## src/rtl/conv_window_sched.sv

```systemverilog
// Raster-scan 3x3xCH window scheduler for a single-cycle convolution datapath.
// Two pixel line buffers feed a 3x3 shift window; one window per valid output position.
module conv_window_sched #(
  parameter int IMG_W = 8,
  parameter int IMG_H = 8,
  parameter int ACT_W = 16,
  parameter int CH    = 3
) (
  input  logic                    clk,
  input  logic                    rstn,
  input  logic                    start_i,
  input  logic                    in_valid_i,
  input  logic [CH*ACT_W-1:0]     in_data_i,
  output logic                    in_ready_o,
  output logic                    win_valid_o,
  output logic [9*CH*ACT_W-1:0]   win_data_o,
  input  logic                    conv_ready_i,
  output logic                    busy_o,
  output logic                    frame_done_o,
  output logic [15:0]             out_count_o
);

  localparam int PW = CH * ACT_W;
  localparam int CW = $clog2(IMG_W);
  localparam int RW = $clog2(IMG_H);
  localparam logic [15:0] N_RES = 16'((IMG_H - 2) * (IMG_W - 2));

  typedef enum logic [1:0] {S_IDLE, S_RUN, S_DRAIN, S_DONE} state_t;

  state_t             state_q, state_d;
  logic [CW-1:0]      col_q, col_d;
  logic [RW-1:0]      row_q, row_d;
  logic [15:0]        cnt_q, cnt_d;
  logic               win_valid_q, win_valid_d;
  logic [9*PW-1:0]    win_data_q, win_data_d;
  logic [PW-1:0]      lb0_q [IMG_W];
  logic [PW-1:0]      lb1_q [IMG_W];
  logic [PW-1:0]      wnd_q [3][3];
  logic [PW-1:0]      wnd_sh [3][3];
  logic               accept, last_pix, issue;

  assign in_ready_o   = (state_q == S_RUN);
  assign busy_o       = (state_q == S_RUN) || (state_q == S_DRAIN);
  assign frame_done_o = (state_q == S_DONE);
  assign win_valid_o  = win_valid_q;
  assign win_data_o   = win_data_q;
  assign out_count_o  = cnt_q;

  assign accept   = in_valid_i && in_ready_o;
  assign last_pix = (row_q == RW'(IMG_H - 1)) && (col_q == CW'(IMG_W - 1));
  // Columns 0/1 of a row still hold the previous row's tail, so they never issue.
  assign issue    = accept && (row_q >= RW'(2)) && (col_q >= CW'(2));

  always_comb begin
    for (int r = 0; r < 3; r++) begin
      wnd_sh[r][0] = wnd_q[r][1];
      wnd_sh[r][1] = wnd_q[r][2];
    end
    wnd_sh[0][2] = lb0_q[IMG_W-1];
    wnd_sh[1][2] = lb1_q[IMG_W-1];
    wnd_sh[2][2] = in_data_i;

    win_valid_d = issue;
    win_data_d  = win_data_q;
    if (issue) begin
      for (int k = 0; k < CH; k++)
        for (int r = 0; r < 3; r++)
          for (int c = 0; c < 3; c++)
            win_data_d[(k*9 + 3*r + c)*ACT_W +: ACT_W] = wnd_sh[r][c][k*ACT_W +: ACT_W];
    end
  end

  always_comb begin
    state_d = state_q;
    row_d   = row_q;
    col_d   = col_q;
    cnt_d   = cnt_q;

    if (busy_o && conv_ready_i) cnt_d = cnt_q + 16'd1;

    if (accept) begin
      if (col_q == CW'(IMG_W - 1)) begin
        col_d = '0;
        if (row_q != RW'(IMG_H - 1)) row_d = row_q + 1'b1;
      end else begin
        col_d = col_q + 1'b1;
      end
    end

    case (state_q)
      S_IDLE: begin
        if (start_i) begin
          state_d = S_RUN;
          row_d   = '0;
          col_d   = '0;
          cnt_d   = '0;
        end
      end
      S_RUN:   if (accept && last_pix) state_d = S_DRAIN;
      S_DRAIN: if (cnt_d == N_RES)     state_d = S_DONE;
      S_DONE:  state_d = S_IDLE;
      default: state_d = S_IDLE;
    endcase
  end

  always_ff @(posedge clk or negedge rstn) begin
    if (!rstn) begin
      state_q     <= S_IDLE;
      row_q       <= '0;
      col_q       <= '0;
      cnt_q       <= '0;
      win_valid_q <= 1'b0;
      win_data_q  <= '0;
      for (int r = 0; r < 3; r++)
        for (int c = 0; c < 3; c++)
          wnd_q[r][c] <= '0;
    end else begin
      state_q     <= state_d;
      row_q       <= row_d;
      col_q       <= col_d;
      cnt_q       <= cnt_d;
      win_valid_q <= win_valid_d;
      win_data_q  <= win_data_d;
      if (accept) wnd_q <= wnd_sh;
    end
  end

  // Line buffers are fully refilled before row 2 of any frame, so they need no reset.
  always_ff @(posedge clk) begin
    if (accept) begin
      lb0_q[0] <= lb1_q[IMG_W-1];
      lb1_q[0] <= in_data_i;
      for (int i = 1; i < IMG_W; i++) begin
        lb0_q[i] <= lb0_q[i-1];
        lb1_q[i] <= lb1_q[i-1];
      end
    end
  end

endmodule

```

## config.mk

```make
export PLATFORM = sky130hd
export DESIGN_NAME = conv_window_sched
export DESIGN_NICKNAME = d
export VERILOG_FILES = /design/src/rtl/conv_window_sched.sv
export SDC_FILE = /design/constraint.sdc
export NUM_CORES = 1
export LEC_CHECK = 0
export ABC_AREA = 1
export CAP_MARGIN = 15
export CORE_MARGIN = 4
export CORE_UTILIZATION = 50
export DETAILED_ROUTE_END_ITERATION = 8
export PLACE_DENSITY = 0.74
export SYNTH_ARGS = -nofsm -noshare
export SYNTH_HDL_FRONTEND = slang
export SYNTH_SLANG_ARGS = --single-unit
```

## constraint.sdc

```tcl
create_clock -name clk -period 10.6 [get_ports clk]
set_input_delay 1.59 -clock clk [delete_from_list [all_inputs] [get_ports clk]]
set_output_delay 1.59 -clock clk [all_outputs]
set_load 0.02 [all_outputs]
```

==> impl_metrics.ini, run 1 <==
[cts]
root_buffer = clkbuf_16
clk_pin_slew_ns = 0.06
post_cts_buffers = 0
cts_tree = yes
cts-buffers-inserted = 151
clkSinkCount = 1513
holdBufCountCts = 0
clockBufferDepth = 3
htreeDepth = 4
cts_resized = 0
clock_latency_ns = 0.72

[layout]
final_nets = 4310
area.sequential_um2 = 41700
layout-drive-gt1-share_pct = 5.92
area_delta_synth_final_pct = 22.1
stdcell_area_um2 = 62500
multi_input_area_um2 = 7530
nFillCells = 7598

[timing]
finalMaxSlewViolations = 0
setup_viol = 0
finClkSkew_ns = 0.0274
clock.fmax_ghz = 0.186
hold_ws_ns = 0.397
period_share_pct = 50.6
worstMarginPinSlew_ns = 1.13
finalSetupTns_ns = 0
hold_violations = 0
period_minus_slack_ns = 5.37
rsz0062_at_grt = false
max_slew_margin_pct = 24.4

[route]
ant_nets = 0
dr.pass1.iters = 7
drtIter0Drc = 2556
vias = 27900
via_per_inst = 4.87
routed_wl_mm = 97.1
wl_per_cell_um = 16.9
drc = 0

[pwr]
vdd_drop_max_uv = 165
power_density_nw_per_um2 = 283
p_leak_uw = 0.0262

[floorplanning]
start_util_pct = 50.3
placementRows = 117
fp.dieArea_um2 = 107000
die_x_um = 328
fp.dieH_um = 328
boundaryPins = 505
core_area_um2 = 102000

[min_path]
min_to = lb0_q[0][62]
hold_path_depth = 0
min_path_type = reg -> reg
hold_start = lb0_q[0][14]

[global_routing]
grt_max_degree = 233
overflow = 0
grt_pass1_vias = 27700
grt_pass1_wl_mm = 154
grtUsageTotal_pct = 18.1
antenna_found_initial = 1

[yosys]
synth.area.top_cells = edfxtp_1 (45%), dfrtp_1 (36%), nand2_1 (7.8%)
yosys.area.top_type_share_pct = 45.1
seq_area_frac_synth_pct = 81.6
synth-edff-count = 768
ys_ff_latch = 1513
syn_avg_cell_area_um2 = 13.7
synth_ff_type = edfxtp_1
syn_inst = 3729
syn_nets = 3793
synth.distinct_cells = 30
synthTopCellsByCount = nand2_1 (1060), edfxtp_1 (768), dfrtp_1 (745)
ys_warn_count = 0
synthArstFlopShare_pct = 49.2
netlist_area_um2 = 51100
yosys.cell_count.top_type = nand2_1
yosysTopAreaCell = edfxtp_1

[setup_path]
worst_path_dominant_cell_family = buffers and inverters
crit_required_ns = 11.14
critical_path.max_fanout = 224
ff2ff_path_depth = 8
arrival_ns = 5.91
path_class = in -> reg
slowest_delay_ns = 0.95
cp_slowest_cell = buf_4
rrSetupSlack_ns = 5.85
start_kind = primary input
crit_chain = clkdlybuf4s50_1, nand2_4, inv_16, nand3_4, buf_12, buf_4, o21ai_0
r2r-end = win_data_o[213]
cp_num_buf_inv = 4
endpoint_kind = flip-flop
r2r-start = state_q[1]

[flow_run]
cap_violations = 0

[place]
place.gp.congestion = 0.833
port_buffers = 504
dp_hpwl_mm = 59.2
dpl_cell_area_um2 = 57400

[run_status]
status = completed
==> registers in the layout, indices dropped and copies added, names as in the netlist <==
signal       count
row_q            3
win_valid_o      1
win_data_o     432
out_count_o     16
lb0_q          384
state_q          2
lb1_q          384
wnd_q          288
col_q            3
==> through the flow <==
step / setup WS, ns / cells / power, µW / utilization, %
4_1_cts: 5.44 / 5740 / 17900 / 61.5
3_5_place_dp: 4.66 / 5461 / 12500 / 56.5
5_1_grt: 5.00 / 5741 / 18600 / 61.5
3_3_place_gp: 4.81 / 5461 / 12400 / 56.5
2_1_floorplan: 2.81 / 3729 / 10700 / -
6_report: 5.23 / 5741 / 17600 / 61.5
==> cell families (layout without fill, tap and decap cells) <==
family                   count (synthesis)  in the layout  synth area share, %
other                                    0              1                    0
AND/OR/NAND/NOR                       1126           1126                 8.49
AO/OA/AOI/OAI                          601            601                 5.92
flip-flops                            1513           1513                 81.6
XOR/XNOR                                 1              1               0.0171
buffers and inverters                  477           1120                 3.76
adder cells (fa/ha/maj)                 11             11                0.269
==> final cells by class <==
class	count	area share, %
Antenna cell	1	0.00401
Clock buffer	224	7.00
Clock inverter	55	1.02
Inverter	317	1.94
Multi-Input combinational cell	1739	12.1
Sequential cell	1513	66.8
Tap cell	1368	2.74
Timing Repair Buffer	524	8.47
==> worst register-to-register path, stage by stage (launching register included) <==
cell and delay (ns):
dfrtp_1 0.39, inv_1 0.10, ha_1 0.24, nand2_4 0.51, inv_16 0.32, nand3_4 0.79, buf_12 0.63, buf_4 1.27
o21ai_0 0.33
==> metal layers <==
| metal | wire length (µm) | track usage, % | share of wire, % | vias up |
|---|---|---|---|---|
| met1 | 42300 | 25.2 | 44 | 13600 |
| met5 | 0 | 0 | 0 | - |
| met4 | 3870 | 7.85 | 4.0 | 0 |
| met2 | 45000 | 27.4 | 46 | 713 |
| met3 | 5950 | 4.77 | 6.1 | 193 |
| li1 | - | - | - | 13400 |
==> power breakdown <==
part           total [µW]  internal (µW)  switching (µW)  leakage (µW)
Clock                5260           3150            2110       0.00245
Sequential           8720           7980             742        0.0170
Combinational        3660           1410            2250       0.00672
==> layout by cell type (no fill, tap or decap), types with 2 or more instances in the layout <==
cell type and instances:
edfxtp_1 768, dfrtp_1 745, buf_4 13, clkbuf_8 21
a21oi_1 10, buf_12 7, clkinv_2 22, o21ai_0 520
clkbuf_1 47, clkinv_8 5, clkdlybuf4s50_1 503, nand4_1 4
nand2_4 3, o21bai_1 3, nor3_1 2, nand3b_1 2
o21ai_1 64, nand3_1 15, nor2_1 30, clkbuf_16 156
clkinvlp_4 3, bufinv_16 12, nand2_2 4, nand2_1 1059
or3_1 2, nor2_8 2, inv_1 312, inv_6 4
clkinv_1 12, ha_1 11
==> worst max-delay path by stage <==
stage	startpoint	to	slack, ns	depth (start not counted)
2_1_floorplan	in_valid_i	win_data_o[197]	2.81	9
3_3_place_gp	in_valid_i	win_data_o[406]	4.81	7
3_5_place_dp	in_valid_i	win_data_o[213]	4.66	7
4_1_cts	in_valid_i	win_data_o[368]	5.44	7
5_1_grt	in_valid_i	win_data_o[368]	5.00	7
6_report	in_valid_i	win_data_o[213]	5.23	7
(Power assumes the default switching activity.)
==> run 2: changes to the inputs <==
Clock period 10.6 ns to 4.5 ns, I/O delays scaled along.
==> run 2 against run 1 <==
- final area decreased by 0.25%
- critical path depth increased by 2
- highest routed layer unchanged
- sequential share of layout area increased by 0.16 points
- combinational power increased by 140%
- critical endpoint is now win_data_o[338]
==> impl_metrics.ini, run 2 (synthesized netlist as in run 1, its figures left out) <==
[floorplanning]
die_x_um = 328
fp.dieArea_um2 = 107000
core_area_um2 = 102000
placementRows = 117
boundaryPins = 505
start_util_pct = 50.3
fp.dieH_um = 328

[timing]
rsz0062_at_grt = false
finalMaxSlewViolations = 0
max_slew_margin_pct = 30.3
hold_violations = 0
period_minus_slack_ns = 3.12
finClkSkew_ns = 0.0187
hold_ws_ns = 0.404
clock.fmax_ghz = 0.320
period_share_pct = 69.3
setup_viol = 0
finalSetupTns_ns = 0
worstMarginPinSlew_ns = 1.04

[route]
vias = 27900
ant_nets = 0
dr.pass1.iters = 7
routed_wl_mm = 98.5
wl_per_cell_um = 17.1
via_per_inst = 4.87
drc = 0
drtIter0Drc = 2443

[pwr]
p_leak_uw = 0.0261
vdd_drop_max_uv = 420
power_density_nw_per_um2 = 659

[setup_path]
startpoint = state_q[1]
arrival_ns = 3.77
critical_path.max_fanout = 96
path_class = reg -> reg
endpoint_kind = flip-flop
start_kind = flip-flop
crit_required_ns = 5.15
r2r-start = state_q[1]

[place]
port_buffers = 504
dp_hpwl_mm = 61.2
place.gp.congestion = 0.829

[layout]
nFillCells = 7746
layout_common_cells = nand2_1 (1059), edfxtp_1 (768), dfrtp_1 (745)
area_delta_synth_final_pct = 21.8
layout-drive-gt1-share_pct = 5.67
area.sequential_um2 = 41700
utilization_pct = 61.3
final_nets = 4321
multi_input_area_um2 = 7530
largest_reg_flops = 432
final_common_cell = nand2_1

[min_path]
min_path_type = reg -> reg
hold_start = lb1_q[0][81]

[cts]
cts_resized = 0
clkSinkCount = 1513
root_buffer = clkbuf_16
htreeDepth = 4
cts-buffers-inserted = 150
clock_latency_ns = 0.72
post_cts_buffers = 0
clockBufferDepth = 3
cts_tree = yes
holdBufCountCts = 1
clk_pin_slew_ns = 0.06

[global_routing]
grt_pass1_vias = 28000
grt_pass1_wl_mm = 156
overflow = 0
grtUsageTotal_pct = 18.5
antenna_found_initial = 1
grt_max_degree = 216

[run_status]
status = completed

[flow_run]
cap_violations = 0
[run 2: per-stage QoR]
step                power, µW  setup WS (ns)  cell area (µm²)  cells
finish                  41100           1.38            62300   5744
global route            43300           1.19            62300   5742
CTS                     41600           1.32            62300   5742
detailed placement      29500          0.971            57600   5472
global placement        29200           1.03            57600   5472
floorplan               25100          0.382            51100   3729
[run 2: path summary, 6_finish.rpt]
check | endpoint | slack, ns | cells past startpoint
setup / recovery | win_data_o[338] | 1.38 | 9
hold / removal | lb1_q[0][129] | 0.40 | 0
setup reg to reg | win_data_o[338] | 1.38 | 9
hold reg to reg | lb1_q[0][129] | 0.40 | 0
max in group asynchronous | win_data_o[264] | 2.76 | 3
min in group asynchronous | win_data_o[20] | 0.59 | 2
[run 2: layer usage]
metal	vias up	global-route usage [%]	part of all wire (%)
li1	13400	-	-
met1	13600	25.0	43
met3	192	5.34	7.0
met5	-	0	0
met4	0	7.68	3.9
met2	701	28.4	46
[run 2: power breakdown]
part           internal, µW  leakage, µW  switching (µW)
Combinational          3330      0.00680            5370
Sequential            18800       0.0170            1710
Clock                  7000      0.00229            4880
Total                 29100       0.0261           12000
[run 2: final cells by class]
type	count	share of cell area, %
antenna	2	0.00803
clock buffer	220	6.84
clock inverter	49	0.723
inverter	317	1.96
multi-input combinational	1739	12.1
sequential	1513	66.9
tap	1368	2.75
timing repair buffer	536	8.70
[run 2: worst max-delay path, cell delays in order (launching register included)]
cell	delay, ns
dfrtp_1	0.41
inv_1	0.12
ha_1	0.26
nand2_4	0.14
clkinv_16	0.20
nand3_4	0.20
inv_6	0.72
buf_4	0.64
nand2_1	0.13
nand2_1	0.10
